--- src/rtl/pb_varint_stream_decoder.sv ---
// Protobuf base-128 varint stream decoder with optional message-key splitting.
// Optional zigzag (sint) decoding is enabled by defining PB_VARINT_ZIGZAG_EN.
module pb_varint_stream_decoder #(
  parameter int MAX_VARINT_BYTES = 10
) (
  input  logic        clk,
  input  logic        rst_n,
  input  logic        in_valid,
  output logic        in_ready,
  input  logic [7:0]  in_data,
  input  logic        key_mode,
`ifdef PB_VARINT_ZIGZAG_EN
  input  logic        zigzag,
`endif
  output logic        out_valid,
  input  logic        out_ready,
  output logic [63:0] out_value,
  output logic [28:0] out_field_number,
  output logic [2:0]  out_wire_type,
  output logic        out_is_key,
  output logic [3:0]  out_nbytes,
  output logic        out_error
);

  typedef enum logic {
    ACCUM = 1'b0,
    DRAIN = 1'b1
  } state_t;

  state_t      state_r;
  logic [3:0]  k_r;
  logic [63:0] acc_r;
  logic        key_r;
`ifdef PB_VARINT_ZIGZAG_EN
  logic        zz_r;
  logic        zz_s;
`endif

  logic        accept_s;
  logic        first_s;
  logic        key_s;
  logic [6:0]  shamt_s;
  logic [63:0] acc_next_s;
  logic        last_s;
  logic        overlong_s;
  logic        key_err_s;
  logic [63:0] value_s;

  // Handshake and next-value datapath; per-varint modes come live from the
  // first byte and from their latched copies afterwards.
  always_comb begin
    in_ready   = !out_valid || out_ready;
    accept_s   = in_valid && in_ready;
    first_s    = (k_r == 4'd0);
    key_s      = first_s ? key_mode : key_r;
    shamt_s    = 7'(k_r) * 7'd7;
    acc_next_s = acc_r | ({57'd0, in_data[6:0]} << shamt_s);
    last_s     = (k_r == 4'(MAX_VARINT_BYTES - 1));
    overlong_s = in_data[7] && last_s;
    key_err_s  = (|acc_next_s[63:32]) || (acc_next_s[2:1] == 2'b11);
`ifdef PB_VARINT_ZIGZAG_EN
    zz_s = first_s ? zigzag : zz_r;
    if (zz_s && !key_s) begin
      value_s = (acc_next_s >> 1) ^ {64{acc_next_s[0]}};
    end else begin
      value_s = acc_next_s;
    end
`else
    value_s = acc_next_s;
`endif
  end

  // Decoder FSM with registered result fields.
  always_ff @(posedge clk or negedge rst_n) begin
    if (!rst_n) begin
      state_r          <= ACCUM;
      k_r              <= 4'd0;
      acc_r            <= 64'd0;
      key_r            <= 1'b0;
`ifdef PB_VARINT_ZIGZAG_EN
      zz_r             <= 1'b0;
`endif
      out_valid        <= 1'b0;
      out_value        <= 64'd0;
      out_field_number <= 29'd0;
      out_wire_type    <= 3'd0;
      out_is_key       <= 1'b0;
      out_nbytes       <= 4'd0;
      out_error        <= 1'b0;
    end else begin
      if (out_valid && out_ready) begin
        out_valid <= 1'b0;
      end
      if (accept_s) begin
        case (state_r)
          ACCUM: begin
            if (in_data[7] && !last_s) begin
              acc_r <= acc_next_s;
              k_r   <= 4'(k_r + 4'd1);
              if (first_s) begin
                key_r <= key_mode;
`ifdef PB_VARINT_ZIGZAG_EN
                zz_r  <= zigzag;
`endif
              end
            end else begin
              // Terminating byte or over-long varint: emit a result either way.
              out_valid        <= 1'b1;
              out_value        <= value_s;
              out_field_number <= key_s ? value_s[31:3] : 29'd0;
              out_wire_type    <= key_s ? value_s[2:0] : 3'd0;
              out_is_key       <= key_s;
              out_nbytes       <= 4'(k_r + 4'd1);
              out_error        <= overlong_s || (key_s && key_err_s);
              acc_r            <= 64'd0;
              k_r              <= 4'd0;
              if (overlong_s) begin
                state_r <= DRAIN;
              end
            end
          end
          DRAIN: begin
            if (!in_data[7]) begin
              state_r <= ACCUM;
            end
          end
          default: begin
            state_r <= ACCUM;
          end
        endcase
      end
    end
  end

endmodule

--- config.mk ---
export PLATFORM = sky130hd
export DESIGN_NAME = pb_varint_stream_decoder
export DESIGN_NICKNAME = d
export VERILOG_FILES = /design/src/rtl/pb_varint_stream_decoder.sv
export SDC_FILE = /design/constraint.sdc
export NUM_CORES = 1
export LEC_CHECK = 0
export ABC_AREA = 1
export ABC_CLOCK_PERIOD_IN_PS = 2000
export CAP_MARGIN = 10
export CORE_AREA = 8 8 148 150
export DETAILED_ROUTE_END_ITERATION = 8
export DIE_AREA = 0 0 156 158
export GPL_TIMING_DRIVEN = 0
export PLACE_DENSITY = 0.57
export SYNTH_ARGS = -nofsm -noshare
export SYNTH_HDL_FRONTEND = slang
export SYNTH_SLANG_ARGS = --single-unit
--- constraint.sdc ---
create_clock -name clk -period 2 [get_ports clk]
set_clock_uncertainty 0.2 [all_clocks]
set_input_delay 0.4 -clock clk [delete_from_list [all_inputs] [get_ports clk]]
set_output_delay 0.4 -clock clk [all_outputs]
set_load 0.02 [all_outputs]
==> summary.md, run 1 <==
| Metric | Value |
|---|---|
| Min-Delay Path Class | `input port to register` |
| Startpoint Class | `register` |
| Final hold violation count | `0` |
| Net count, final | `1,060` |
| Fin worst setup slack | `-0.04113 ns` |
| Pwr Total | `0.01144 W` |
| CTS tree | `built` |
| YS warnings | `0` |
| GRT overflow | `0` |
| # setup viols final | `9` |
| H-Tree Depth | `4` |
| Via density | `5.104` |
| Pins Over Slew Limit | `0` |
| Largest net degree at the start of global routing | `112` |
| Setup Crit Path Kind | `register to register` |
| Final Util | `0.5817` |
| Max cap viols | `0` |
| Cell area power density | `997.7 nW/um^2` |
| Count leader, synth | `nand2_1` |
| Primary FF master, synth | `dfrtp_1` |
| Crit-path slowest cell | `dfrtp_1` |
| PortBufs | `116` |
| Post-synth net total | `849` |
| Synthesis-to-finish area growth | `57.58%` |
| Avg Inst Size Synth | `8.736 sq um` |
| Failing checks | `negative setup slack` |
| Seq cells post-synth | `173` |
| Final cell count without fillers | `1,326` |
| Critical Path AT | `2.19 ns` |
| # DRC | `0` |
| Fraction of registers with async set/reset | `1.000` |
| Total Wirelength | `25,320 um` |
| CTS clk-pin slew, worst paths | `0.07 ns` |
| 1st-pass router iterations | `5` |
| Worst Path Max Fanout | `7` |
| RSZ-0062 raised after global routing | `yes` |
| Leak | `5.684 nW` |
| Fillers | `1,666` |
| Critical path endpoint category | `register` |
| Post-DRT Antenna Nets | `0` |
| CP Buf/Inv Count | `6` |
| Top delay family on crit path | `buffers and inverters` |
| Clock Tree Root | `clkbuf_16` |
| Share of layout cells above drive strength 1 | `0.3362` |
| CP max stage delay | `0.40 ns` |
| Post-DP HPWL | `15,710 um` |
| DR WL/cell | `19.10 um` |
| Worst path cell trace | `buf_4 > ha_4 > nand3_2 > inv_2 > nor2_4 > nor2_4 > buf_6 > buf_4 > buf_12 > buf_8 > a211oi_2` |
| Diodes inserted | `0` |
| Final Cycle Share | `1.021` |
| All-Layer GR Usage | `0.2021` |
| Post-synth EDFFs | `0` |
| Synth Instances | `833` |
| Die H | `158 um` |
| Rel. slew slack | `0.5994` |
| DRT iter0 DRCs | `629` |
| Clk buf depth | `2` |
| Vias in the first global route | `6,515` |
| Period minus WS final | `2.041 ns` |
| Synth area leaders | `dfrtp_1, nand2_1, o21ai_1, nor2_1, inv_1` |
| Min-Delay Startpoint | `out_ready` |
| Ports | `117` |
| CP startpoint | `k_r[0]` |
| Post-synth top cells | `nand2_1, dfrtp_1, nor2_1` |
| Final estimated routing congestion in global placement | `0.8381` |
| Status | `complete, but fails checks` |
| F_max | `489.9 MHz` |
| Netlist cell types | `24` |
| Die Wd | `156 um` |
| R2r startpoint | `k_r[0]` |
| Die ar. | `24,650 sq um` |
| Global-route wire length before repair | `37,580 um` |
| Pre-CTS setup slack | `-0.8086 ns` |
| Post-Syn Area | `7277 sq um` |
| CTS Buf Count | `17` |
| Core box area | `19,710 sq um` |
| Worst EP required | `2.15 ns` |
| Worst Tran Pin Value | `0.6009 ns` |
| Post-synthesis sequential area ratio | `0.5949` |
| Area leader, netlist | `dfrtp_1` |
| Cell count after placement | `1,220` |
| Synth top area share | `0.5949` |
| Initial antenna violation count | `0` |
| Rows | `52` |
| Via count | `6,768` |
| Skew-Pair Late Insertion Delay | `0.44 ns` |
| Clock Sinks | `173` |
| Worst-case vdd ir drop | `0.6661 mV` |
| Starting density of the core | `0.3691` |
[sequential cells by signal, indices dropped and copies added, names as in the netlist]
signal	flops
out_error	1
state_r	1
out_nbytes	4
out_wire_type	3
out_valid	1
key_r	1
k_r	4
acc_r	64
out_field_number	29
out_is_key	1
out_value	64
[layer usage]
| layer | global-route usage | routed length, um | vias to the layer above |
|---|---|---|---|
| met5 | 0 | 0 | - |
| met4 | 0.08872 | 752 | 0 |
| met3 | 0.04286 | 1710 | 50 |
| met2 | 0.3257 | 12200 | 270 |
| met1 | 0.2582 | 10660 | 3306 |
| li1 | - | - | 3142 |
[layout make-up]
type	count	area, sq um	share of cell area
clock inverter	10	140.1	0.01222
buffer	41	549.3	0.04790
clock buffer	21	440.4	0.03841
sequential	173	4332	0.3777
timing repair buffer	198	2120	0.1848
tap	270	337.8	0.02946
inverter	82	337.8	0.02946
multi-input combinational	531	3211	0.2800
[logic make-up (layout without fill, tap and decap cells)]
family | after synthesis | in the layout | synth area share
buffers and inverters | 129 | 352 | 0.07187
and+or+nand+nor | 329 | 329 | 0.1812
xor gates and xnor gates | 2 | 2 | 0.002408
AOI/OAI and AO/OA | 197 | 197 | 0.1444
adders and majority gates | 3 | 3 | 0.005159
DFF | 173 | 173 | 0.5949
[placed cells by master (no fill, tap or decap), types with 4 or more instances in the layout]
cell,netlist,layout
o21ai_0,27,20
clkdlybuf4s50_1,0,10
nand3_2,0,10
nor3_2,0,5
nand2_2,1,66
buf_8,0,14
a31oi_1,13,13
buf_16,0,13
o21ai_2,0,39
nand3_1,24,12
inv_6,0,4
nand2_4,0,17
dlymetal6s2s_1,0,5
dlygate4sd2_1,0,100
a21oi_2,0,6
clkbuf_16,0,21
nor2_1,96,71
nand4_1,7,7
buf_6,0,11
nor2_4,3,7
nor2_2,2,23
nand2_1,191,108
inv_1,76,73
buf_12,0,17
clkbuf_2,0,4
a21oi_1,49,42
dfrtp_1,173,171
clkbuf_1,13,5
a211oi_2,0,16
buf_4,1,54
o21ai_1,87,54
[repair_timing]
action                                 4_1_cts  5_1_grt
hold buffers                                 1        0
endpoints found under the hold margin       62        0
gates resized for setup                    306      194
pin swaps                                   16       33
setup endpoints to repair                  268      170
setup buffers                               32       30
cloned                                      16        4
[tightest hold or removal path: stages]
cell            delay [ns]
dlymetal6s2s_1        0.08
inv_1                 0.05
nand2_2               0.10
a31oi_1               0.10
[metrics by stage]
step	TNS, ns	cell area [sq um]	hold slack, ns
2_1_floorplan	0	7286	-0.09559
4_1_cts	-4.006	10650	0.2723
3_5_place_dp	-109.04	8817	0.1789
5_1_grt	-4.724	11470	0.1554
3_3_place_gp	-1341.19	8785	0.2570
6_report	-0.1228	11470	0.1395
[final timing paths]
kind | end | slack [ns] | cells past startpoint
hold reg to reg | out_value[26] | 0.27 | 2
max in group asynchronous | out_value[19] | 0.35 | 3
min in group asynchronous | out_value[58] | 0.30 | 2
setup / recovery | acc_r[20] | -0.04 | 11
hold / removal | state_r | 0.14 | 4
setup reg to reg | acc_r[20] | -0.04 | 11
[report_power, final]
group | switching, W | internal (W)
sequential | 0.000308 | 0.00396
combinational | 0.00227 | 0.00153
clock | 0.00141 | 0.00196
total | 0.00399 | 0.00745
(Power assumes the default switching activity.)
==> run 2, diff against run 1 <==
--- a/config.mk
+++ b/config.mk
@@ -8,11 +8,11 @@
 export ABC_AREA = 1
 export ABC_CLOCK_PERIOD_IN_PS = 2000
 export CAP_MARGIN = 10
-export CORE_AREA = 8 8 148 150
+export CORE_AREA = 8 8 175 127
 export DETAILED_ROUTE_END_ITERATION = 8
-export DIE_AREA = 0 0 156 158
+export DIE_AREA = 0 0 183 135
 export GPL_TIMING_DRIVEN = 0
-export PLACE_DENSITY = 0.57
+export PLACE_DENSITY = 0.58
 export SYNTH_ARGS = -nofsm -noshare
 export SYNTH_HDL_FRONTEND = slang
 export SYNTH_SLANG_ARGS = --single-unit
==> summary.md, run 2 (synthesis results as in run 1) <==
| Metric | Value |
|---|---|
| Clk buf depth | `2 (unchanged)` |
| CTS clk-pin slew, worst paths | `0.07 ns (about the same)` |
| PortBufs | `116 (unchanged)` |
| Fin worst setup slack | `-0.001200 ns (+0.03993 ns)` |
| Die H | `135 um (-15%)` |
| Share of layout cells above drive strength 1 | `0.3023 (-0.03385)` |
| Die ar. | `24,710 sq um (+0.23%)` |
| RSZ-0062 raised after global routing | `yes` |
| Clock Sinks | `173 (unchanged)` |
| Worst EP required | `2.08 ns (-0.07 ns)` |
| DRT iter0 DRCs | `556 (-12%)` |
| Final cell count without fillers | `1,302 (-1.8%)` |
| Critical Path AT | `2.09 ns (-0.10 ns)` |
| Worst Tran Pin Value | `0.7910 ns (+0.1901 ns)` |
| Worst Path Max Fanout | `8 (+1)` |
| Crit-path slowest cell | `dfrtp_2` |
| Core box area | `19,480 sq um (-1.2%)` |
| 1st-pass router iterations | `5 (unchanged)` |
| Final Cycle Share | `1.001 (-0.01997)` |
| Rel. slew slack | `0.4727 (-0.1267)` |
| Via density | `5.075 (-0.56%)` |
| Final hold violation count | `0 (unchanged)` |
| Worst path cell trace | `inv_4 > ha_4 > nand3_2 > inv_2 > nor2_4 > nor2_4 > clkinv_4 > buf_12 > clkbuf_16 > nand2_1 > a21oi_1` |
| Min-Delay Path Class | `input port to register` |
| Rows | `43 (-17%)` |
| TNS Setup | `-0.001200 ns (+0.1216 ns)` |
| Failing checks | `negative setup slack` |
| Skew-Pair Late Insertion Delay | `0.42 ns (-0.02 ns)` |
| Global-route wire length before repair | `35,940 um (-4.4%)` |
| Critical path endpoint category | `register` |
| Clock Tree Root | `clkbuf_16` |
| Commonest cells after routing, fill and taps aside | `dfrtp_1, nand2_1, dlygate4sd2_1` |
| Synthesis-to-finish area growth | `51.82%` |
| All-Layer GR Usage | `0.1882 (-0.01392)` |
| Worst-case vdd ir drop | `0.5915 mV (-11%)` |
| Pre-CTS setup slack | `-0.7888 ns (+0.01978 ns)` |
| Die Wd | `183 um (+17%)` |
| Net count, final | `1,038 (-2.1%)` |
| CP Buf/Inv Count | `5 (-1)` |
| Startpoint Class | `register` |
| Diodes inserted | `0 (unchanged)` |
| Pins Over Slew Limit | `0 (unchanged)` |
| Leak | `5.707 nW (+0.41%)` |
| DR WL/cell | `18.72 um (-2.0%)` |
| Cell mode on critical path | `nor2_4` |
| Ports | `117 (unchanged)` |
| Total Wirelength | `24,370 um (-3.8%)` |
| Period minus WS final | `2.001 ns (-0.03993 ns)` |
| Hold_ws | `0.1536 ns (+0.01411 ns)` |
| Top delay family on crit path | `buffers and inverters` |
| Status | `complete, but fails checks` |
| Via count | `6,608 (-2.4%)` |
| Max cap viols | `0 (unchanged)` |
| Regs by FF count | `acc_r (64), out_value (64), out_field_number (29)` |
| Cell area power density | `1019 nW/um^2 (+2.2%)` |
| Largest net degree at the start of global routing | `93 (-17%)` |
| F_max | `499.7 MHz (+2.0%)` |
| Post-DP HPWL | `16,080 um (+2.3%)` |
| CP max stage delay | `0.45 ns (+0.05 ns)` |
| Pwr Total | `0.01126 W (-1.6%)` |
| H-Tree Depth | `4 (unchanged)` |
| CTS Buf Count | `17 (unchanged)` |
| Starting density of the core | `0.3736 (+0.004506)` |
| Initial antenna violation count | `0 (unchanged)` |
| Post-DRT Antenna Nets | `0 (unchanged)` |
| # DRC | `0 (unchanged)` |
| Vias in the first global route | `6,315 (-3.1%)` |
| Cell count after placement | `1,220 (unchanged)` |
| Final estimated routing congestion in global placement | `0.8820 (+5.2%)` |
| Setup Crit Path Kind | `register to register` |
| # setup viols final | `1 (-8)` |
| GRT overflow | `0 (unchanged)` |
| CTS tree | `built` |
| Most common cell after layout, fill and taps aside | `dfrtp_1` |
## run 2: cell types whose count changed in the layout (fill, tap and decap cells not counted), moves of 12 or more
cell,change
a211oi_1,+12
nand2_4,+15
dlygate4sd2_1,-14
dlymetal6s2s_1,+14
a211oi_2,-12
## run 2: path summary, 6_finish.rpt
path | start | end | slack (ns) | cells past startpoint
worst max-delay path | k_r[1] | acc_r[36] | -0.001 | 11
worst min-delay path | out_ready | state_r | 0.15 | 4
worst max register to register | k_r[1] | acc_r[36] | -0.001 | 11
worst min register to register | out_value[24] | out_value[24] | 0.28 | 2
max in group asynchronous | rst_n | k_r[1] | 0.32 | 3
min in group asynchronous | rst_n | out_value[7] | 0.35 | 2
## run 2: layout make-up
cell class / instances / area [sq um]
sequential: 173 / 4332
inverter: 82 / 329.1
timing repair inverter: 1 / 5.005
clock inverter: 7 / 115.1
multi-input combinational: 531 / 3188
clock buffer: 22 / 464.2
fill: 1721 / 8428
buffer: 42 / 499.2
timing repair buffer: 174 / 1778
tap: 270 / 337.8
## run 2: power by group
group / internal (W) / switching, W
sequential: 0.00396 / 0.000366
combinational: 0.00141 / 0.00218
clock: 0.00201 / 0.00134
total: 0.00738 / 0.00389
## run 2: per-layer routing
metal | global-route usage | vias up | wire, um
met4 | 0.05360 | 0 | 306
li1 | - | 3089 | -
met3 | 0.04885 | 32 | 1886
met2 | 0.2638 | 269 | 10420
met1 | 0.2785 | 3218 | 11760
met5 | 0 | - | 0
## run 2: timing repair
action                                 4_1_cts  5_1_grt
pin swaps                                    8       26
setup buffers                               17       27
gates cloned                                 2       12
hold buffers                                 1        0
endpoints found under the hold margin       81        0
gates resized for setup                    198      250
setup endpoints to repair                  258      183
## run 2: per-stage QoR
step	area, sq um	util
2_1_floorplan	7286	-
3_3_place_gp	8785	0.4510
3_5_place_dp	8817	0.4527
4_1_cts	9839	0.5052
5_1_grt	11050	0.5673
6_report	11050	0.5673
## run 2: worst register-to-register path: stages (launching register included)
cell and delay (ns):
dfrtp_2 0.45, inv_4 0.10, ha_4 0.13, nand3_2 0.07, inv_2 0.09, nor2_4 0.05
nor2_4 0.16, clkinv_4 0.14, buf_12 0.19, clkbuf_16 0.17, nand2_1 0.07, a21oi_1 0.04
==> run 3, diff against run 2 <==
--- a/config.mk
+++ b/config.mk
@@ -13,6 +13,7 @@
 export DIE_AREA = 0 0 183 135
 export GPL_TIMING_DRIVEN = 0
 export PLACE_DENSITY = 0.58
+export SLEW_MARGIN = 10
 export SYNTH_ARGS = -nofsm -noshare
 export SYNTH_HDL_FRONTEND = slang
 export SYNTH_SLANG_ARGS = --single-unit
==> results of run 3 <==
No change in the layout: final DEF, timing and power equal those of run 2.
